**src/rtl/parking_ctrl_n.sv**
```systemverilog
// Parking lot controller: slot allocation bitmap, free-slot count,
// request edge detection and a timed gate-open FSM.
module parking_ctrl_n #(
    parameter int SLOTS     = 8,
    parameter int DOOR_HOLD = 3,
    localparam int SW = $clog2(SLOTS),
    localparam int CW = $clog2(SLOTS + 1)
) (
    input  logic          CLK,
    input  logic          RST,
    input  logic          enter,
    input  logic          exit,
    input  logic [SW-1:0] switch,
    output logic          full,
    output logic          empty,
    output logic          door_open,
    output logic [CW-1:0] capacity,
    output logic [SW-1:0] L,
    output logic [SLOTS-1:0] occ,
    output logic          rej
);

    localparam int DW = (DOOR_HOLD < 1) ? 1 : $clog2(DOOR_HOLD + 1);

    typedef enum logic {CLOSED = 1'b0, OPEN = 1'b1} door_t;

    door_t         state;
    logic [DW-1:0] cnt;
    logic          enter_q;
    logic          exit_q;

    logic          enter_rise;
    logic          exit_rise;
    logic          enter_ok;
    logic          exit_ok;
    logic          exit_sel;
    logic          exit_valid;
    logic          has_free;
    logic [SW-1:0] free_idx;
    logic [SLOTS-1:0] occ_n;
    logic [CW-1:0] cap_n;
    logic          accepted;

    assign enter_rise = enter & ~enter_q;
    assign exit_rise  = exit & ~exit_q;
    assign has_free   = ~&occ;

    // Decisions use the pre-update bitmap, so a slot vacated this cycle
    // still looks taken to a simultaneous arrival.
    always_comb begin
        free_idx   = '0;
        exit_sel   = 1'b0;
        exit_valid = 1'b0;
        for (int i = SLOTS - 1; i >= 0; i--) begin
            if (!occ[i]) free_idx = SW'(i);
        end
        for (int i = 0; i < SLOTS; i++) begin
            if (switch == SW'(i)) begin
                exit_sel   = occ[i];
                exit_valid = 1'b1;
            end
        end
    end

    assign enter_ok = enter_rise & has_free;
    assign exit_ok  = exit_rise & exit_valid & exit_sel;
    assign accepted = enter_ok | exit_ok;

    always_comb begin
        occ_n = occ;
        for (int i = 0; i < SLOTS; i++) begin
            if (enter_ok && free_idx == SW'(i)) occ_n[i] = 1'b1;
            if (exit_ok && switch == SW'(i)) occ_n[i] = 1'b0;
        end
    end

    assign cap_n = capacity + CW'(exit_ok) - CW'(enter_ok);

    always_ff @(posedge CLK or posedge RST) begin
        if (RST) begin
            enter_q  <= 1'b0;
            exit_q   <= 1'b0;
            occ      <= '0;
            capacity <= CW'(SLOTS);
            L        <= '0;
            full     <= 1'b0;
            empty    <= 1'b1;
            rej      <= 1'b0;
        end else begin
            enter_q  <= enter;
            exit_q   <= exit;
            occ      <= occ_n;
            capacity <= cap_n;
            full     <= (cap_n == '0);
            empty    <= (cap_n == CW'(SLOTS));
            rej      <= (enter_rise & ~enter_ok) | (exit_rise & ~exit_ok);
            if (enter_ok) L <= free_idx;
        end
    end

    // Gate timer: every accepted request restarts the hold window.
    always_ff @(posedge CLK or posedge RST) begin
        if (RST) begin
            state     <= CLOSED;
            cnt       <= '0;
            door_open <= 1'b0;
        end else if (accepted) begin
            state     <= OPEN;
            cnt       <= DW'(DOOR_HOLD);
            door_open <= 1'b1;
        end else begin
            case (state)
                OPEN: begin
                    if (cnt <= DW'(1)) begin
                        state     <= CLOSED;
                        cnt       <= '0;
                        door_open <= 1'b0;
                    end else begin
                        cnt <= cnt - DW'(1);
                    end
                end
                default: begin
                    cnt       <= '0;
                    door_open <= 1'b0;
                end
            endcase
        end
    end

endmodule

```
**config.mk**
```make
export PLATFORM = sky130hd
export DESIGN_NAME = parking_ctrl_n
export DESIGN_NICKNAME = d
export VERILOG_FILES = /design/src/rtl/parking_ctrl_n.sv
export SDC_FILE = /design/constraint.sdc
export NUM_CORES = 1
export LEC_CHECK = 0
export CAP_MARGIN = 25
export CORE_MARGIN = 2
export CORE_UTILIZATION = 53
export CTS_BUF_LIST = sky130_fd_sc_hd__clkbuf_16
export DETAILED_ROUTE_END_ITERATION = 16
export GPL_TIMING_DRIVEN = 0
export PLACE_DENSITY = 0.86
export SLEW_MARGIN = 20
export SYNTH_ARGS = -nofsm -noshare
export SYNTH_HDL_FRONTEND = slang
export SYNTH_SLANG_ARGS = --single-unit
```
**constraint.sdc**
```tcl
create_clock -name CLK -period 6.1 [get_ports CLK]
set_input_delay 0.915 -clock CLK [delete_from_list [all_inputs] [get_ports CLK]]
set_output_delay 0.915 -clock CLK [all_outputs]
set_load 0.02 [all_outputs]
```
### Word level (Yosys, flattened, before mapping)

Index checks and enable logic that the tools add are counted.

* bits in registers: 24
* latch bits: 0
* bits in writable memories: 0
* ROM bits: 0
* input bits: 7
* output and inout port bits: 19
* logic and storage cells: 129
* memories: 0

* $add $sub $neg: 3
* $mul: 0
* div/mod/pow operators: 0
* $lt $le $gt $ge: 1
* equal/unequal tests: 16
* shift-type cells: 0
* muxes and demuxes: 49
* bitwise operators: 13
* reductions and logical operators: 29

Operators by type and width (count)
* 1-bit two-way mux: 38
* 3-bit == test, second input constant: 8
* 3-bit two-way mux: 8
* 1-bit logical AND: 16
* 2-bit nonzero test: 8
* 3-bit by 2-bit == test with 1-bit output, second input constant: 4
* 8-bit AND reduction: 1
* 1-bit bitwise AND: 7
* 3-bit by 1-bit == test with 1-bit output, second input constant: 2
* 3-bit zero test: 2
* 2-bit two-way mux: 3
* 4-bit by 1-bit adder with 4-bit output: 1
* 4-bit == test, second input constant: 1
* 4-bit zero test: 1
* 1-bit inverter: 4
* 4-bit by 1-bit subtractor with 4-bit output: 1
* 3-bit by 1-bit != test with 1-bit output, second input constant: 1
* 2-bit by 1-bit less-or-equal comparator with 1-bit output, second input constant: 1
* 1-bit bitwise OR: 2
* 2-bit by 1-bit subtractor with 2-bit output, second input constant: 1
* 1-bit zero test: 1

### Logic depth before layout (Yosys ltp)

Gate-level depths: netlist of the first run.

* word-level depth: 14
* mapped depth: 11
* depth with buffers taken out: 10

### Worst setup path before layout of the first run

No wires, ideal clock.

* kind: input-to-reg
* from: in switch[2]
* to: reg empty
* setup time: 0.069 ns
* arrival time: 3.113 ns
* path slack: 2.918 ns
* stages: 10
* cells stage by stage: buf_6 mux2_4 o221ai_2 a22o_4 ha_1 ha_1 fa_1 xor2_1 or3_1 nor2b_1

* longest elaborated chain between the ends: 14
* elaborated cells on any way between the ends: 29

RTL lines
* start, declared: RTL line 13 `input logic [SW-1:0] switch,`
* 3-bit zero test: RTL line 58 `if (switch == SW'(i)) begin`
* 1-bit two-way mux (8 in series): RTL line 58
* 1-bit bitwise AND: RTL line 66 `assign exit_ok = exit_rise & exit_valid & exit_sel;`
* 1-bit bitwise AND *: RTL line 66
* 4-bit by 1-bit adder with 4-bit output *: RTL line 77 `assign cap_n = capacity + CW'(exit_ok) - CW'(enter_ok);`
* 4-bit by 1-bit subtractor with 4-bit output *: RTL line 77
* net cap_n[2]: RTL line 41 `logic [CW-1:0] cap_n;`
* 4-bit == test *: RTL line 95 `empty <= (cap_n == CW'(SLOTS));`
* end signal, assigned: RTL line 95
* end, declared: RTL line 15 `output logic empty,`

The timed path passes the listed nets; every way through them passes the cells marked *.
A chain may end at the register's enable or synchronous reset.

### Worst setup path after layout of the first run

* from: in exit
* to: reg empty

* longest elaborated chain between the ends: 6

RTL lines
* start, declared: RTL line 12 `input logic exit,`
* 1-bit bitwise AND: RTL line 45 `assign exit_rise = exit & ~exit_q;`
* 1-bit bitwise AND (2 in series): RTL line 66
* 4-bit by 1-bit adder with 4-bit output: RTL line 77
* 4-bit by 1-bit subtractor with 4-bit output: RTL line 77
* net cap_n[2]: RTL line 41
* 4-bit == test: RTL line 95

The timed path passes the listed nets, and every way through them passes these cells.

==> results of run 1 <==
## cells by family (layout without fill, tap and decap cells)
family	after synthesis	count (layout)	share of synthesized area
AO/OA/AOI/OAI	32	32	0.214
flip-flops	24	24	0.497
AND/OR/NAND/NOR	24	24	0.109
buffers and inverters	13	41	0.0474
adder cells (fa/ha/maj)	6	6	0.0680
multiplexers	4	4	0.0423
XOR/XNOR	3	3	0.0217
## registers in the layout (all words and copies together) (netlist names)
name	flops
full	1
cnt	2
door_open	1
capacity	4
rej	1
occ	8
empty	1
L	3
state	1
exit_q	1
enter_q	1
## layer usage
layer / vias up / share of wire / global-route usage
met3: 7 / 0.054 / 0.0374
li1: 443 / - / -
met2: 42 / 0.50 / 0.348
met5: - / 0 / 0
met1: 464 / 0.42 / 0.295
met4: 0 / 0.024 / 0.136
## stage by stage
stage / std cells / instance area (um2) / setup WS, ns / hold slack, ns
floorplan: 106 / 1210 / 2.92 / 0.423
global placement: 158 / 1490 / 2.33 / 0.434
detailed placement: 158 / 1490 / 2.31 / 0.441
CTS: 162 / 1590 / 2.52 / 0.451
global route: 162 / 1590 / 2.36 / 0.497
finish: 162 / 1590 / 2.51 / 0.448
## worst paths after layout
kind	depth (start not counted)	slack, ns	end	start
worst min register to register	1	0.45	cnt[0]	cnt[0]
worst max register to register	9	3.30	empty	exit_q
worst min-delay path	1	0.45	cnt[0]	cnt[0]
worst max-delay path	10	2.51	empty	exit
min in group asynchronous	2	1.15	door_open	RST
max in group asynchronous	2	4.42	occ[6]	RST
## cell usage in the layout, fill, tap and decap left out, drive strengths merged, types with 2 or more instances in the layout
master and instances:
clkdlybuf4s50 24, dfrtp 22, inv 11, a21oi 8
nor2 6, ha 5, nor2b 4, nand2 4
o21ai 4, o32a 3, a21o 3, clkbuf 3
mux2 3, a21boi 2, nand2b 2, nand3 2
a31oi 2, xnor2 2, dfstp 2, o221ai 2
nand4 2, buf 2, a22o 2
## critical path, cell delays in order
cell and delay [ns]:
clkdlybuf4s50_1 0.48, nor2b_1 0.35, o2111ai_2 0.22, a22o_4 0.30, ha_1 0.28, ha_1 0.22
fa_1 0.38, xor2_1 0.16, or3_1 0.34, nor2b_1 0.13
## power groups by stage
stage / logic [uW] / clock network (uW) / registers, uW
floorplan: 159 / 0 / 308
global placement: 322 / 0 / 262
detailed placement: 335 / 0 / 266
global route: 371 / 195 / 272
finish: 339 / 186 / 266
CTS: 341 / 187 / 265
## area by class of cell
cell class              instances  share of cell area
well taps                      28              0.0220
flip-flops and latches         24               0.378
inverters                      11              0.0259
plain buffers                   2              0.0102
repair buffers                 24               0.151
multi-input cells              69               0.347
clock inverters                 1              0.0188
clock buffers                   3              0.0471
==> run summary, run 1 <==
Total negative slack -> 0 ns
Comb pwr share -> 0.428
P_sw -> 285 uW
Clk Latency, worst-skew pair -> 0.26 ns
FF/Latch Area -> 603 um2
Unrepaired setup endpoints after global routing -> no
Largest net degree at the start of global routing -> 25
Layout net count -> 148
Final hold viol count -> 0
Post-CTS Setup Repair Bufs -> 0
Slew headroom -> 0.418
PD cells -> 496 mW/mm2
Total number of vias -> 956
Largest area contributor in the netlist -> dfrtp_1
DRC errors left -> 0
N_diodes -> 0
Mapped Area -> 0.00121 mm2
Vias in the first global route -> 931
Die width -> 51.9 um
Fmax achieved -> 279 MHz
Core area -> 0.00219 mm2
Share of power burned in registers -> 0.336
Yosys top cell area share -> 0.454
Pins Over Slew Limit -> 0
Clock power share -> 0.236
Gpl congestion -> 0.828
CP endpoint kind -> register
Port bufs -> 24
Area of the multi-input gates -> 553 um2
Top post-synthesis cells by count -> dfrtp_1, inv_1, a21oi_1, nor2_1, ha_1
Top-count cell post-synth -> dfrtp_1
Area Growth Syn to Fin -> 31.3%
Row cnt -> 17
Resized Gates After CTS -> 0
Worst Setup Path Type -> in2reg
First-pass DRT Iterations -> 4
Measured slew at the worst slew-check pin -> 0.872 ns
Min Clock Period, post-route -> 3.59 ns
First-pass GRT wire length -> 4310 um
CTS root buf -> clkbuf_16
Detailed Route WL -> 2620 um
Post-Syn Instances -> 106
Period utilisation layout -> 0.588
Status -> completed
Final core occ -> 0.728
Worst VDD drop -> 0.376 mV
Die area -> 0.00269 mm2
Crit-path max FO -> 3
Yosys warning total -> 0
Wire per inst -> 16.1 um
Number of synthesized flops with an enable pin -> 0
Sw frac -> 0.360
Syn avg cell area -> 11.4 um2
Max Cap Viol -> 0
TritonCTS clock tree -> yes
CTS buffer count -> 3
Pleak -> 0.000693 uW
Main synth FF type -> dfrtp_1
Post-DRT Antenna Nets -> 0
Sequential share of the synthesized area -> 0.497
Initial antenna violation count -> 0
Worst EP required -> 6.29 ns
Synthesis-stage register bit count -> 24
Max clock buf depth -> 2
Post-synthesis cell type count -> 41
CP Data Arrival Time -> 3.78 ns
Setup crit start kind -> input pin
H-tree Lvls -> 1
Fillers -> 140
# clock sinks -> 24
CTS hold repair buffers -> 0
Vias per cell -> 5.90
Die Ht -> 51.9 um
DR iter-0 viols -> 29
Clk pin slew, worst setup/hold paths -> 0.06 ns
Internal Power -> 506 uW
Grt ovf -> 0
GRT Overall Usage -> 0.225
Detailed Place HPWL -> 1800 um
Syn nets -> 119
Initial Util -> 0.554
Largest cells by area after synthesis -> dfrtp_1, ha_1, dfstp_2
Setup Skew -> 0.00138 ns
Layout cell share with drive strength beyond 1 -> 0.142
Pwr Total -> 791 uW
FFs w/ async S/R, synth -> 1.00
I/O Pins -> 26
Worst Hold Class -> reg2reg
# setup viols final -> 0
(Power assumes the default switching activity.)
==> inputs of run 2 (changes only) <==
- CORE_UTILIZATION: 53 -> 45
- PLACE_DENSITY: 0.86 -> 0.78
- clock period: 6.1 -> 3.05 ns (I/O delays scaled with it)
==> run 2 against run 1 <==
  * Non-clock buffer count up 3
  * Power up 100%
  * Via count down 4.6%
  * Clock skew up 0.0021 ns
  * First-iteration DRC count down 62%
  * Global-route usage down 5.5 points
  * Utilization down 6.0 points
  * Critical path type unchanged
  * Critical endpoint unchanged
  * Largest cell class unchanged
==> run summary, run 2 (synthesis gave the netlist of run 1 again) <==
Reg2reg end -> empty
Slew headroom -> 0.722
Layout net count -> 151
Worst hold path stage count -> 1
N_diodes -> 0
Top flop regs -> occ: 8 flops, capacity: 4 flops, L: 3 flops
Placed cell count -> 160
Port bufs -> 24
Worst VDD drop -> 0.732 mV
Gpl congestion -> 0.879
First-pass DRT Iterations -> 4
RR Startpoint -> occ[2]
CTS buffer count -> 3
Die Ht -> 55.9 um
Unrepaired setup endpoints after global routing -> no
Status -> completed
Setup Skew -> 0.00351 ns
Final Cell Area -> 0.00168 mm2
Die width -> 55.9 um
Worst EP required -> 3.25 ns
Post-DRT Antenna Nets -> 0
First-pass GRT wire length -> 4110 um
Most frequent cells in the layout -> dfrtp_1, clkdlybuf4s50_1, inv_1
Max reg flops -> 8
Max Cap Viol -> 0
Layout Cells excl Fill -> 167
Clk pin slew, worst setup/hold paths -> 0.07 ns
Pins Over Slew Limit -> 0
Total number of vias -> 912
Initial antenna violation count -> 0
Fillers -> 193
Worst Hold Class -> in2reg
Final hold viol count -> 0
Worst setup path start -> enter
Max clock buf depth -> 2
Worst R2R Path Depth -> 9
Reg with most FFs -> occ
CTS root buf -> clkbuf_16
Clk Latency, worst-skew pair -> 0.26 ns
DRC errors left -> 0
Detailed Route WL -> 2500 um
Core area -> 0.00252 mm2
Pleak -> 0.000756 uW
Wire per inst -> 14.9 um
Layout cell share with drive strength beyond 1 -> 0.175
Setup crit start kind -> input pin
Detailed Place HPWL -> 1720 um
Vias in the first global route -> 874
H-tree Lvls -> 1
I/O Pins -> 26
CTS hold repair buffers -> 0
Largest net degree at the start of global routing -> 25
Die area -> 0.00313 mm2
Initial Util -> 0.481
# setup viols final -> 0
PD cells -> 940 mW/mm2
Min-delay src -> exit
Fmax achieved -> 356 MHz
Worst Setup Path Type -> in2reg
TritonCTS clock tree -> yes
# clock sinks -> 24
GRT Overall Usage -> 0.170
Vias per cell -> 5.46
Hold WS -> 0.375 ns
R2r setup slk -> 0.27 ns
Period utilisation layout -> 0.921
Min Clock Period, post-route -> 2.81 ns
Crit-path max FO -> 5
Placed instance area -> 0.00149 mm2
Total negative slack -> 0 ns
CP Data Arrival Time -> 3.01 ns
Area Growth Syn to Fin -> 38.7%
Grt ovf -> 0
DR iter-0 viols -> 11
Hold EP -> exit_q
Commonest non-fill, non-tap cell in the layout -> dfrtp_1
CP endpoint kind -> register
Row cnt -> 18
Measured slew at the worst slew-check pin -> 0.413 ns
==> run 2: per-layer routing <==
metal,global-route usage,wire length (um),share of wire,up-vias
met5,0,0,0,-
met4,0.0714,78,0.031,0
met3,0.0302,107,0.043,9
met2,0.260,1110,0.44,23
met1,0.238,1200,0.48,435
li1,-,-,-,445
==> run 2: power breakdown <==
part | total [uW] | leakage (uW) | switching [uW] | internal (uW)
Combinational | 676 | 0.000431 | 344 | 332
Clock | 380 | 0.0000511 | 118 | 261
Sequential | 527 | 0.000274 | 98.9 | 428
==> run 2: final cells by class <==
type | instances | area [um2] | area share
Multi-Input combinational cell | 69 | 583 | 0.346
Inverter | 11 | 41.3 | 0.0245
Buffer | 2 | 22.5 | 0.0134
Clock inverter | 1 | 30.0 | 0.0178
Sequential cell | 24 | 603 | 0.358
Timing Repair Buffer | 27 | 290 | 0.172
Tap cell | 30 | 37.5 | 0.0223
Clock buffer | 3 | 75.1 | 0.0446
==> run 2: metrics by stage <==
step	setup WS, ns	utilization	total power [uW]
global route	0.0717	0.667	1680
floorplan	0.326	-	934
detailed placement	-0.333	0.591	1200
global placement	-0.279	0.591	1170
CTS	0.00276	0.636	1580
finish	0.242	0.667	1580
==> run 2: worst max path at each step <==
stage	end	slack [ns]
6_report	empty	0.24
5_1_grt	empty	0.07
4_1_cts	empty	0.003
3_5_place_dp	empty	-0.33
3_3_place_gp	empty	-0.28
2_1_floorplan	empty	0.33
==> run 2: repair_timing <==
action / in CTS / in global routing
resized for setup: 2 / 9
setup buffers: 0 / 2
endpoints found under the setup margin: 2 / 2
==> run 2: critical path: stages <==
cell,delay (ns)
clkdlybuf4s50_1,0.50
nor2b_1,0.35
o21ai_2,0.15
ha_1,0.33
ha_1,0.21
fa_1,0.38
xor2_1,0.17
or3_1,0.34
nor2b_1,0.12
==> inputs of run 3 (changes only) <==
- CORE_UTILIZATION: 45 -> 49
- PLACE_DENSITY: 0.78 -> 0.8
- clock period: 3.05 -> 2.9 ns (I/O delays scaled with it)
==> run 3 against run 2 <==
  * Wire length grew 7.4%
  * Die area shrank 7.6%
  * Cell count grew 1.2%
  * Combinational power grew 8.3%
  * Non-clock buffer count grew 2
  * Clock power shrank 19%
  * Flip-flop and latch count is the same
  * First-iteration DRC count grew 9.1%
  * Count of clock-buffer cells in the layout is the same
  * Sequential share of layout area grew 0.68 points
==> run summary, run 3 (synthesis gave the netlist of run 1 again) <==
Status -> completed
Setup Skew -> 0.00672 ns
Period utilisation layout -> 0.969
Area Growth Syn to Fin -> 36.1%
Reg with most FFs -> occ
Port bufs -> 24
CP max stage cell -> dfrtp_1
Pins Over Slew Limit -> 0
# setup viols final -> 0
DRC errors left -> 0
Vias in the first global route -> 913
Most frequent cells in the layout -> dfrtp_1, clkdlybuf4s50_1, inv_1
TritonCTS clock tree -> yes
H-tree Lvls -> 1
Worst EP required -> 3.10 ns
Setup crit start kind -> register
# clock sinks -> 24
Grt ovf -> 0
First-pass GRT wire length -> 4310 um
Die area -> 0.00289 mm2
Largest net degree at the start of global routing -> 25
CP Data Arrival Time -> 3.01 ns
Max reg flops -> 8
Met2 WL post-DR -> 1340 um
Vias per cell -> 5.72
I/O Pins -> 26
Max Cap Viol -> 0
Crit-path most repeated cell -> ha_1
Met1 Routed Length -> 1160 um
Gpl congestion -> 0.843
DR top layer -> met4
Detailed Route WL -> 2680 um
Post-DRT Antenna Nets -> 0
Final hold viol count -> 0
Clk pin slew, worst setup/hold paths -> 0.06 ns
Max clock buf depth -> 2
Worst Hold Class -> in2reg
First-pass DRT Iterations -> 4
Layout Cells excl Fill -> 169
Critical-path cell list -> mux2_4 > o221ai_2 > a22o_4 > ha_1 > ha_1 > fa_1 > xor2_1 > or3_4 > nor2b_1
Worst VDD drop -> 0.843 mV
Slew headroom -> 0.721
Min Clock Period, post-route -> 2.81 ns
Met3 Wirelength -> 135 um
Row cnt -> 18
Total negative slack -> 0 ns
CP endpoint kind -> register
Crit-path max FO -> 6
Pleak -> 0.000732 uW
Commonest non-fill, non-tap cell in the layout -> dfrtp_1
Placed cell count -> 160
Die Ht -> 53.8 um
Worst path max stage delay -> 0.47 ns
Initial Util -> 0.504
Worst Setup Path Type -> reg2reg
N_diodes -> 0
Layout net count -> 153
Top flop regs -> occ: 8 flops, capacity: 4 flops, L: 3 flops
Wire per inst -> 15.9 um
Unrepaired setup endpoints after global routing -> no
CTS buffer count -> 3
Area of the multi-input gates -> 587 um2
DR iter-0 viols -> 12
FF/Latch Area -> 603 um2
Clk Latency, worst-skew pair -> 0.26 ns
Layout cell share with drive strength beyond 1 -> 0.201
Measured slew at the worst slew-check pin -> 0.418 ns
Initial antenna violation count -> 0
Fmax achieved -> 356 MHz
GRT Overall Usage -> 0.214
Detailed Place HPWL -> 1780 um
Die width -> 53.8 um
Total number of vias -> 966
Core area -> 0.00241 mm2
PD cells -> 964 mW/mm2
CTS root buf -> clkbuf_16
Fillers -> 170
run 3: cell count changes in the layout (fill, tap and decap cells not counted), sizes merged:
cell and delta:
inv +1, bufinv -1, dlymetal6s2s -2, dlygate4sd2 +2, buf +2
run 3: repair_timing:
| action | 4_1_cts | 5_1_grt |
|---|---|---|
| resized for setup | 8 | 4 |
| setup endpoints to repair | 2 | 2 |
| pin swaps | 1 | 1 |
| buffers inserted | 1 | 3 |
| hold buffers | 0 | 0 |
| gates cloned | 0 | 0 |
run 3: per-stage QoR:
stage	utilization	power [uW]	hold WS (ns)	instance area, um2	setup slack, ns
CTS	0.666	1570	0.425	1610	0.00628
global placement	0.619	1230	0.433	1490	-0.392
finish	0.685	1590	0.353	1650	0.0895
global route	0.685	1690	0.367	1650	0.0176
floorplan	-	982	0.423	1210	0.198
detailed placement	0.619	1250	0.450	1490	-0.408
run 3: cell type report:
class	instances	area share
sequential	24	0.365
multi-input combinational	69	0.355
timing repair buffer	29	0.170
clock buffer	3	0.0455
inverter	11	0.0250
tap	30	0.0227
buffer	2	0.0136
clock inverter	1	0.00227
run 3: critical path, delay by kind of cell (launching register included):
kind,cells,cell delay [ns]
mux,1,0.30
simple gates,2,0.45
flops,1,0.47
fa+ha+maj,3,0.82
xor+xnor,1,0.17
compound gates,2,0.54
run 3: worst paths after layout:
| kind | startpoint | endpoint | slack, ns | cells after the start |
|---|---|---|---|---|
| min in group asynchronous | RST | L[1] | 0.47 | 2 |
| worst max-delay path | occ[4] | empty | 0.09 | 9 |
| worst max register to register | occ[4] | empty | 0.09 | 9 |
| worst min-delay path | exit | exit_q | 0.35 | 1 |
| max in group asynchronous | RST | capacity[3] | 1.89 | 3 |
| worst min register to register | cnt[0] | cnt[0] | 0.45 | 1 |
run 3: where the power goes:
group	internal, uW	leakage, uW	switching [uW]
clock	185	0.0000423	121
combinational	358	0.000416	374
sequential	450	0.000274	105
run 3: routing by layer:
metal	vias to the layer above	track usage
met5	-	0
met4	0	0.0940
met3	5	0.0528
met2	29	0.343
met1	478	0.273
li1	454	-
